<file path="src/rtl/barcode_pkg.sv">
// rtl/barcode_pkg.sv - shared types and defaults for the barcode frame sequencer
package barcode_pkg;

    // Frame sequencer states
    typedef enum logic [2:0] {
        ST_IDLE   = 3'd0,
        ST_CLEAR  = 3'd1,
        ST_STREAM = 3'd2,
        ST_SETTLE = 3'd3,
        ST_HOLD   = 3'd4
    } scan_state_t;

    // Decoder class encoding on Y
    localparam logic [1:0] CLS_NONE = 2'b00;
    localparam logic [1:0] CLS_A    = 2'b01;
    localparam logic [1:0] CLS_B    = 2'b10;
    localparam logic [1:0] CLS_C    = 2'b11;

    // Default frame geometry
    localparam int DEF_FRAME_LEN  = 33;
    localparam int DEF_SETTLE_CYC = 2;
    localparam int DEF_TIMEOUT    = 15;

endpackage

</file>
<file path="src/rtl/barcode_gap_timer.sv">
// rtl/barcode_gap_timer.sv - idle-gap counter between scanner samples with terminal flag
module barcode_gap_timer
    import barcode_pkg::*;
#(
    parameter int TIMEOUT = DEF_TIMEOUT
) (
    input  logic Clk,
    input  logic Rst_n,
    input  logic i_clear,
    input  logic i_enable,
    output logic o_terminal
);

    localparam int CW = $clog2(TIMEOUT + 1);

    logic [CW-1:0] r_gap_cnt;

    // Count consecutive gap cycles; any sample or leaving STREAM restarts the count
    always_ff @(posedge Clk or negedge Rst_n) begin
        if (!Rst_n) begin
            r_gap_cnt <= '0;
        end else if (i_clear) begin
            r_gap_cnt <= '0;
        end else if (i_enable) begin
            r_gap_cnt <= r_gap_cnt + CW'(1);
        end
    end

    // Terminal on the gap cycle whose increment would reach TIMEOUT
    assign o_terminal = i_enable && (r_gap_cnt == CW'(TIMEOUT - 1));

endmodule

</file>
<file path="src/rtl/barcode_scan_ctrl.sv">
// rtl/barcode_scan_ctrl.sv - barcode decoder frame sequencer (optional timeout: BARCODE_CTRL_TIMEOUT_EN)
module barcode_scan_ctrl
    import barcode_pkg::*;
#(
    parameter int FRAME_LEN  = DEF_FRAME_LEN,
    parameter int SETTLE_CYC = DEF_SETTLE_CYC,
    parameter int TIMEOUT    = DEF_TIMEOUT
) (
    input  logic       Clk,
    input  logic       Rst_n,
    input  logic       Start,
    input  logic       Abort,
    input  logic       BitIn,
    input  logic       BitValid,
    input  logic [1:0] DecY,
    output logic       DecB,
    output logic       DecRst,
    output logic       Busy,
    output logic [1:0] ResY,
    output logic       ResErr,
    output logic       ResValid,
    input  logic       ResReady,
    output logic [7:0] FrameCnt
);

    localparam int BW = (FRAME_LEN > 1) ? $clog2(FRAME_LEN) : 1;
    localparam int SW = (SETTLE_CYC > 1) ? $clog2(SETTLE_CYC) : 1;
    localparam logic [BW-1:0] LAST_BIT = BW'(FRAME_LEN - 1);
    localparam logic [SW-1:0] LAST_SET = SW'(SETTLE_CYC - 1);

    scan_state_t   r_state;
    scan_state_t   w_next;
    logic          r_armed;
    logic [BW-1:0] r_bit_cnt;
    logic [SW-1:0] r_set_cnt;
    logic          r_dec_b;
    logic          r_dec_rst;
    logic          r_busy;
    logic [1:0]    r_res_y;
    logic          r_res_err;
    logic          r_res_valid;
    logic [7:0]    r_frame_cnt;

    logic          w_last_bit;
    logic          w_set_done;
    logic          w_timeout;
    logic          w_capture;

    assign w_last_bit = BitValid && (r_bit_cnt == LAST_BIT);
    assign w_set_done = (r_set_cnt == LAST_SET);

`ifdef BARCODE_CTRL_TIMEOUT_EN
    logic w_gap_clear;
    logic w_gap_en;

    assign w_gap_clear = (r_state != ST_STREAM) || BitValid;
    assign w_gap_en    = (r_state == ST_STREAM) && !BitValid;

    barcode_gap_timer #(
        .TIMEOUT   (TIMEOUT)
    ) u_gap_timer (
        .Clk       (Clk),
        .Rst_n     (Rst_n),
        .i_clear   (w_gap_clear),
        .i_enable  (w_gap_en),
        .o_terminal(w_timeout)
    );
`else
    // No gap supervision: STREAM waits for samples indefinitely
    assign w_timeout = (TIMEOUT < 0);
`endif

    // Result is captured at the end of settling or on a gap timeout; Abort suppresses it
    assign w_capture = !Abort &&
                       (((r_state == ST_SETTLE) && w_set_done) ||
                        ((r_state == ST_STREAM) && w_timeout));

    // State register; r_armed blocks Start on the first edge after reset release
    always_ff @(posedge Clk or negedge Rst_n) begin
        if (!Rst_n) begin
            r_state <= ST_IDLE;
            r_armed <= 1'b0;
        end else begin
            r_state <= w_next;
            r_armed <= 1'b1;
        end
    end

    // Next-state logic; Abort overrides every other transition
    always_comb begin
        w_next = r_state;
        case (r_state)
            ST_IDLE:   if (Start && r_armed) w_next = ST_CLEAR;
            ST_CLEAR:  w_next = ST_STREAM;
            ST_STREAM: begin
                if (w_last_bit)     w_next = ST_SETTLE;
                else if (w_timeout) w_next = ST_HOLD;
            end
            ST_SETTLE: if (w_set_done) w_next = ST_HOLD;
            ST_HOLD:   if (ResReady) w_next = ST_IDLE;
            default:   w_next = ST_IDLE;
        endcase
        if (Abort) w_next = ST_IDLE;
    end

    // Sample and settle counters; both restart whenever their state is not active
    always_ff @(posedge Clk or negedge Rst_n) begin
        if (!Rst_n) begin
            r_bit_cnt <= '0;
            r_set_cnt <= '0;
        end else begin
            if (r_state == ST_CLEAR) r_bit_cnt <= '0;
            else if ((r_state == ST_STREAM) && BitValid) r_bit_cnt <= r_bit_cnt + BW'(1);
            if (r_state == ST_SETTLE) r_set_cnt <= r_set_cnt + SW'(1);
            else r_set_cnt <= '0;
        end
    end

    // Decoder input follows accepted samples only; held otherwise
    always_ff @(posedge Clk or negedge Rst_n) begin
        if (!Rst_n) r_dec_b <= 1'b0;
        else if ((r_state == ST_STREAM) && BitValid) r_dec_b <= BitIn;
    end

    // Decoder reset and Busy are registered from the next state so they align with it
    always_ff @(posedge Clk or negedge Rst_n) begin
        if (!Rst_n) begin
            r_dec_rst <= 1'b1;
            r_busy    <= 1'b0;
        end else begin
            r_dec_rst <= (w_next == ST_IDLE) || (w_next == ST_CLEAR);
            r_busy    <= (w_next != ST_IDLE);
        end
    end

    // Result register, valid/ready handshake and completed-frame counter
    always_ff @(posedge Clk or negedge Rst_n) begin
        if (!Rst_n) begin
            r_res_y     <= CLS_NONE;
            r_res_err   <= 1'b0;
            r_res_valid <= 1'b0;
            r_frame_cnt <= 8'd0;
        end else if (Abort) begin
            r_res_valid <= 1'b0;
        end else if (w_capture) begin
            r_res_y     <= DecY;
            r_res_err   <= w_timeout;
            r_res_valid <= 1'b1;
            r_frame_cnt <= r_frame_cnt + 8'd1;
        end else if ((r_state == ST_HOLD) && ResReady) begin
            r_res_valid <= 1'b0;
        end
    end

    assign DecB     = r_dec_b;
    assign DecRst   = r_dec_rst;
    assign Busy     = r_busy;
    assign ResY     = r_res_y;
    assign ResErr   = r_res_err;
    assign ResValid = r_res_valid;
    assign FrameCnt = r_frame_cnt;

endmodule

</file>
<file path="config.mk">
export PLATFORM = sky130hd
export DESIGN_NAME = barcode_scan_ctrl
export DESIGN_NICKNAME = d
export VERILOG_FILES = /design/src/rtl/barcode_pkg.sv /design/src/rtl/barcode_gap_timer.sv /design/src/rtl/barcode_scan_ctrl.sv
export SDC_FILE = /design/constraint.sdc
export NUM_CORES = 1
export LEC_CHECK = 0
export CORE_ASPECT_RATIO = 1.2
export CORE_UTILIZATION = 53
export CTS_CLUSTER_DIAMETER = 60
export CTS_CLUSTER_SIZE = 40
export DETAILED_ROUTE_END_ITERATION = 10
export PLACE_DENSITY = 0.83
export SLEW_MARGIN = 0
export SYNTH_ARGS = -nofsm -noshare
export SYNTH_HDL_FRONTEND = slang
export SYNTH_SLANG_ARGS = --single-unit
</file>
<file path="constraint.sdc">
create_clock -name Clk -period 3.4 [get_ports Clk]
set_input_delay 0.68 -clock Clk [delete_from_list [all_inputs] [get_ports Clk]]
set_output_delay 0.68 -clock Clk [all_outputs]
set_load 0.1 [all_outputs]
</file>
# Word-level counts from Yosys, hierarchy flattened
# Cells that the tools add are included.
[totals]
regBits = 25
input_bits = 9
out_inout_bits = 15
word_cells = 46
[classes]
add_sub_neg = 3
n_eq_ne = 6
muxes = 12
bitwise = 1
reduce_logical = 14
[op_table]
columns = ["operator", "count"]
rows = [
  ["$mux W3", 5],
  ["$pmux W3 S5", 1],
  ["$mux W6", 2],
  ["$add A8 B1 Y8 const B", 1],
  ["$add A6 B1 Y6 const B", 1],
  ["$eq A3 B1 Y1 const B", 2],
  ["$eq A3 B2 Y1 const B", 2],
  ["$eq A6 B6 Y1 const B", 1],
  ["$logic_and A1 B1 Y1", 6],
  ["$logic_not A3 Y1", 2],
  ["$reduce_bool A3 Y1", 2],
  ["$mux W1", 4],
  ["$eq A3 B3 Y1 const B", 1],
  ["$reduce_and A2 Y1", 1],
  ["$reduce_bool A2 Y1", 1],
  ["$add A1 B1 Y1 const B", 1],
  ["$logic_not A1 Y1", 1],
  ["$logic_or A1 B1 Y1", 1],
  ["$not A1 Y1", 1],
]

# Logic depth before layout (Yosys ltp)
[depth]
ltp_word = 7
ltp_mapped = 6
depth_no_buf = 5

# Least setup slack after synthesis
# OpenSTA, ideal clock, no wires.
[synth_timing]
path_type = "register to register"
from = "reg r_frame_cnt[2], in the netlist FrameCnt[2]"
to = "reg r_frame_cnt[5], in the netlist FrameCnt[5]"
setup_ps = 158
t_arrival_ps = 1554
t_required_ps = 3242
setup_slack_ps = 1688
path_stages_with_launch = 4
n_path_buf = 0
period_less_slack_ps = 1712
cell_sequence = "dfrtp_1 -> and3_1 -> nand4_1 -> xnor2_1"
[synth_between]
elab_chain_cells = 1
[synth_lines]
columns = ["element", "line_no", "rtl"]
rows = [
  ["start: declaration", "barcode_scan_ctrl.sv:42", "logic [7:0] r_frame_cnt;"],
  ["start signal: assignment", "barcode_scan_ctrl.sv:149", "r_frame_cnt <= r_frame_cnt + 8'd1;"],
  ["$add A8 B1 Y8", "barcode_scan_ctrl.sv:149", ""],
]
# Every way passes these cells.
# A chain may end at the register's enable or synchronous reset.

# Worst setup path in the final report
[layout_timing]
from = "reg r_frame_cnt[7], in the netlist FrameCnt[7]"
to = "out FrameCnt[7]"
[layout_lines]
columns = ["element", "line_no", "rtl"]
rows = [
  ["end: declaration", "barcode_scan_ctrl.sv:23", "output logic [7:0] FrameCnt"],
]
# No word-level cell between the ends.

==> impl_metrics.tcl <==
set metrics [dict create \
    status "finished with violations" \
    violations "DRC" \
    num_rows 18 \
    rsz0062_at_grt "false" \
    grt_max_degree 26 \
    final-hold-violation-count 0 \
    syn_area_per_cell_sq_um 11.8 \
    synth.area.top_cells "dfrtp_1 (53%), xnor2_1 (5.4%), mux2_2 (4.0%), xor2_1 (3.9%), ha_1 (3.3%)" \
    cts_resized 0 \
    p_per_area_nw_per_um2 434 \
    synth_seq_cells 25 \
    grt_pass1_vias 702 \
    crit_path_start_kind "flop" \
    cpMaxStageDelayCell "clkdlybuf4s50_1" \
    hold_class "flop to flop" \
    critPathMaxFanout 2 \
    dp_hpwl_mm 1.29 \
    drive_gt1_share_pct 19.3 \
    ioPinCount 24 \
    hold_buffers 0 \
    grt_pass1_wl_mm 3.02 \
    portBuffers 22 \
    synth.net_count 108 \
    synth_flop_cell "dfrtp_1" \
    cp_num_buf_inv 1 \
    overflow 0 \
    htreeDepth 1 \
    area_growth_pct 20.7 \
    cts.clk_slew.worst_paths_ps 130 \
    yosysTopAreaCell "dfrtp_1" \
    fin_worst_skew_ps 2.07 \
    die_y_um 52.7 \
    wire_per_inst_um 12.3 \
    yosysWarnings 0 \
    drt_iter0_drc 8 \
    setup_viol 0 \
    worstSkewPairLatency_ps 310 \
    end_kind "output port" \
    internal_power_mw 0.402 \
    total_power_mw 0.595 \
    cts_setup_buffers 0 \
    power_leakage_nw 0.648 \
    drt.antenna.violating_nets 0 \
    place.gp.congestion 0.769 \
    peakVddDrop_v 0.000334 \
    vias_per_cell 5.22 \
    cts_root_buf "clkbuf_4" \
    route.detailed.drc 3 \
    synth_top_area_share_pct 52.9 \
    timing.final.crit_share_pct 74.1 \
    crit_chain "clkdlybuf4s50_1" \
    syn_area_sq_um 1140 \
    swShare_pct 32.5 \
    synth-seq-area-share_pct 55.2 \
    worstPathArrival_ps 1840 \
    route.final.wire_length_mm 1.83 \
    seqPwrFrac_pct 55.5 \
    cts.sinks 25 \
    grt_use_total_pct 18.0 \
    fp.dieW_um 44.3 \
    numCtsBuffers 3 \
    nFillCells 163 \
    clock.fmax_mhz 397 \
    grt_antenna_before_repair 0 \
    maxCapViolations 0 \
    tightestPinTransition_ps 965 \
    cts_tree "built" \
    initial_utilization_pct 55.4 \
    setup_tns_ps 0 \
    clockPowerShare_pct 21.9 \
    min_period_ps 2520 \
    async_flop_share_pct 100 \
    synthCells 96 \
    slew_violations 0 \
    firstDrtPassIters 7 \
    synth_edf_count 0 \
    required_ps 2720 \
    antenna_cells 0 \
    die-area_sq_um 2330 \
    core_sq_um 2050 \
    vias 778 \
    cp_top_family "buffers and inverters" \
    path_class "flop to output port" \
    cp_slowest_stage_delay_ps 1140 \
    ys_top_cells_by_count "dfrtp_1 (24), nor2_1 (9), xnor2_1 (7), nand4_1 (6)" \
    relSlewSlack_pct 35.4 \
    synth_most_common_cell "dfrtp_1" \
    p_comb_share_pct 22.6 \
    nNetsFinal 132 \
    p_switching_mw 0.193 \
    clk_path_buf_depth 2 \
    yosysUniqueCellTypes 30 \
]
[registers in the layout (all words and copies together) (netlist names)]
signal / cells
Busy: 1
DecB: 1
DecRst: 1
FrameCnt: 8
ResValid: 1
ResY: 2
r_armed: 1
r_bit_cnt: 6
r_set_cnt: 1
r_state: 3
[power groups by stage]
stage	logic [mW]	registers, mW	clock network, mW
2_1_floorplan	0.0441	0.390	0
3_3_place_gp	0.133	0.335	0
3_5_place_dp	0.136	0.336	0
4_1_cts	0.136	0.331	0.135
5_1_grt	0.144	0.333	0.146
6_report	0.135	0.330	0.130
[cell families (layout without fill, tap and decap cells)]
logic type,count (synthesis),after routing,share of synthesized area [%]
adders and majority gates,3,3,3.30
buffers and inverters,8,31,4.40
muxes,4,4,3.96
other,2,2,0.661
AOI/OAI and AO/OA,7,7,4.73
xor gates and xnor gates,12,12,9.25
DFF,25,25,55.2
and+or+nand+nor,35,35,18.5
[metrics by stage]
step           cells  hold slack [ps]  utilization, %  worst slack [ps]  instance area [sq um]
6_report         149              488            66.9               881                   1370
4_1_cts          149              492            66.9               866                   1370
3_5_place_dp     145              473            65.6              1090                   1340
2_1_floorplan     96              384               -              1690                   1140
3_3_place_gp     145              458            65.6              1110                   1340
5_1_grt          149              514            66.9               812                   1370
[layer usage]
metal	vias to the layer above	track usage, %	wire (um)
met1	383	21.3	843
met3	5	4.14	73
met5	-	0	0
li1	374	-	-
met2	16	30.1	883
met4	0	9.09	33
[path summary, 6_finish.rpt]
kind | start | end | slack [ps] | cells past startpoint
max | FrameCnt[7]$_DFFE_PN0P_ | FrameCnt[7] | 880 | 1
min | FrameCnt[7]$_DFFE_PN0P_ | FrameCnt[7]$_DFFE_PN0P_ | 490 | 1
max reg2reg | r_state[2]$_DFF_PN0_ | ResY[1]$_DFFE_PN0P_ | 1520 | 3
min reg2reg | FrameCnt[7]$_DFFE_PN0P_ | FrameCnt[7]$_DFFE_PN0P_ | 490 | 1
max in group asynchronous | Rst_n | DecRst$_DFF_PN1_ | 2400 | 2
min in group asynchronous | Rst_n | r_bit_cnt[3]$_DFFE_PN0P_ | 700 | 2
[final cells by class]
| cell class | count | area, sq um | share of cell area [%] |
|---|---|---|---|
| repair buffers | 23 | 205 | 15.0 |
| inverters | 4 | 15.0 | 1.09 |
| well taps | 30 | 37.5 | 2.74 |
| flip-flops and latches | 25 | 627 | 45.7 |
| clock buffers | 3 | 22.5 | 1.64 |
| multi-input cells | 63 | 459 | 33.5 |
| clock inverters | 1 | 5.00 | 0.365 |
[cells in the final DEF (no fill, tap or decap), types with 2 or more instances in the layout]
cell type	instances
a21oi_1	2
ha_1	3
dfrtp_1	24
nand2_1	5
nand3b_1	2
and3_1	4
inv_1	4
mux2_2	4
a21o_1	2
conb_1	2
buf_4	10
nand4_1	6
clkbuf_4	3
clkdlybuf4s50_1	13
nor2_1	9
xor2_1	5
xnor2_1	7
Power figures use the tool's default switching activity.
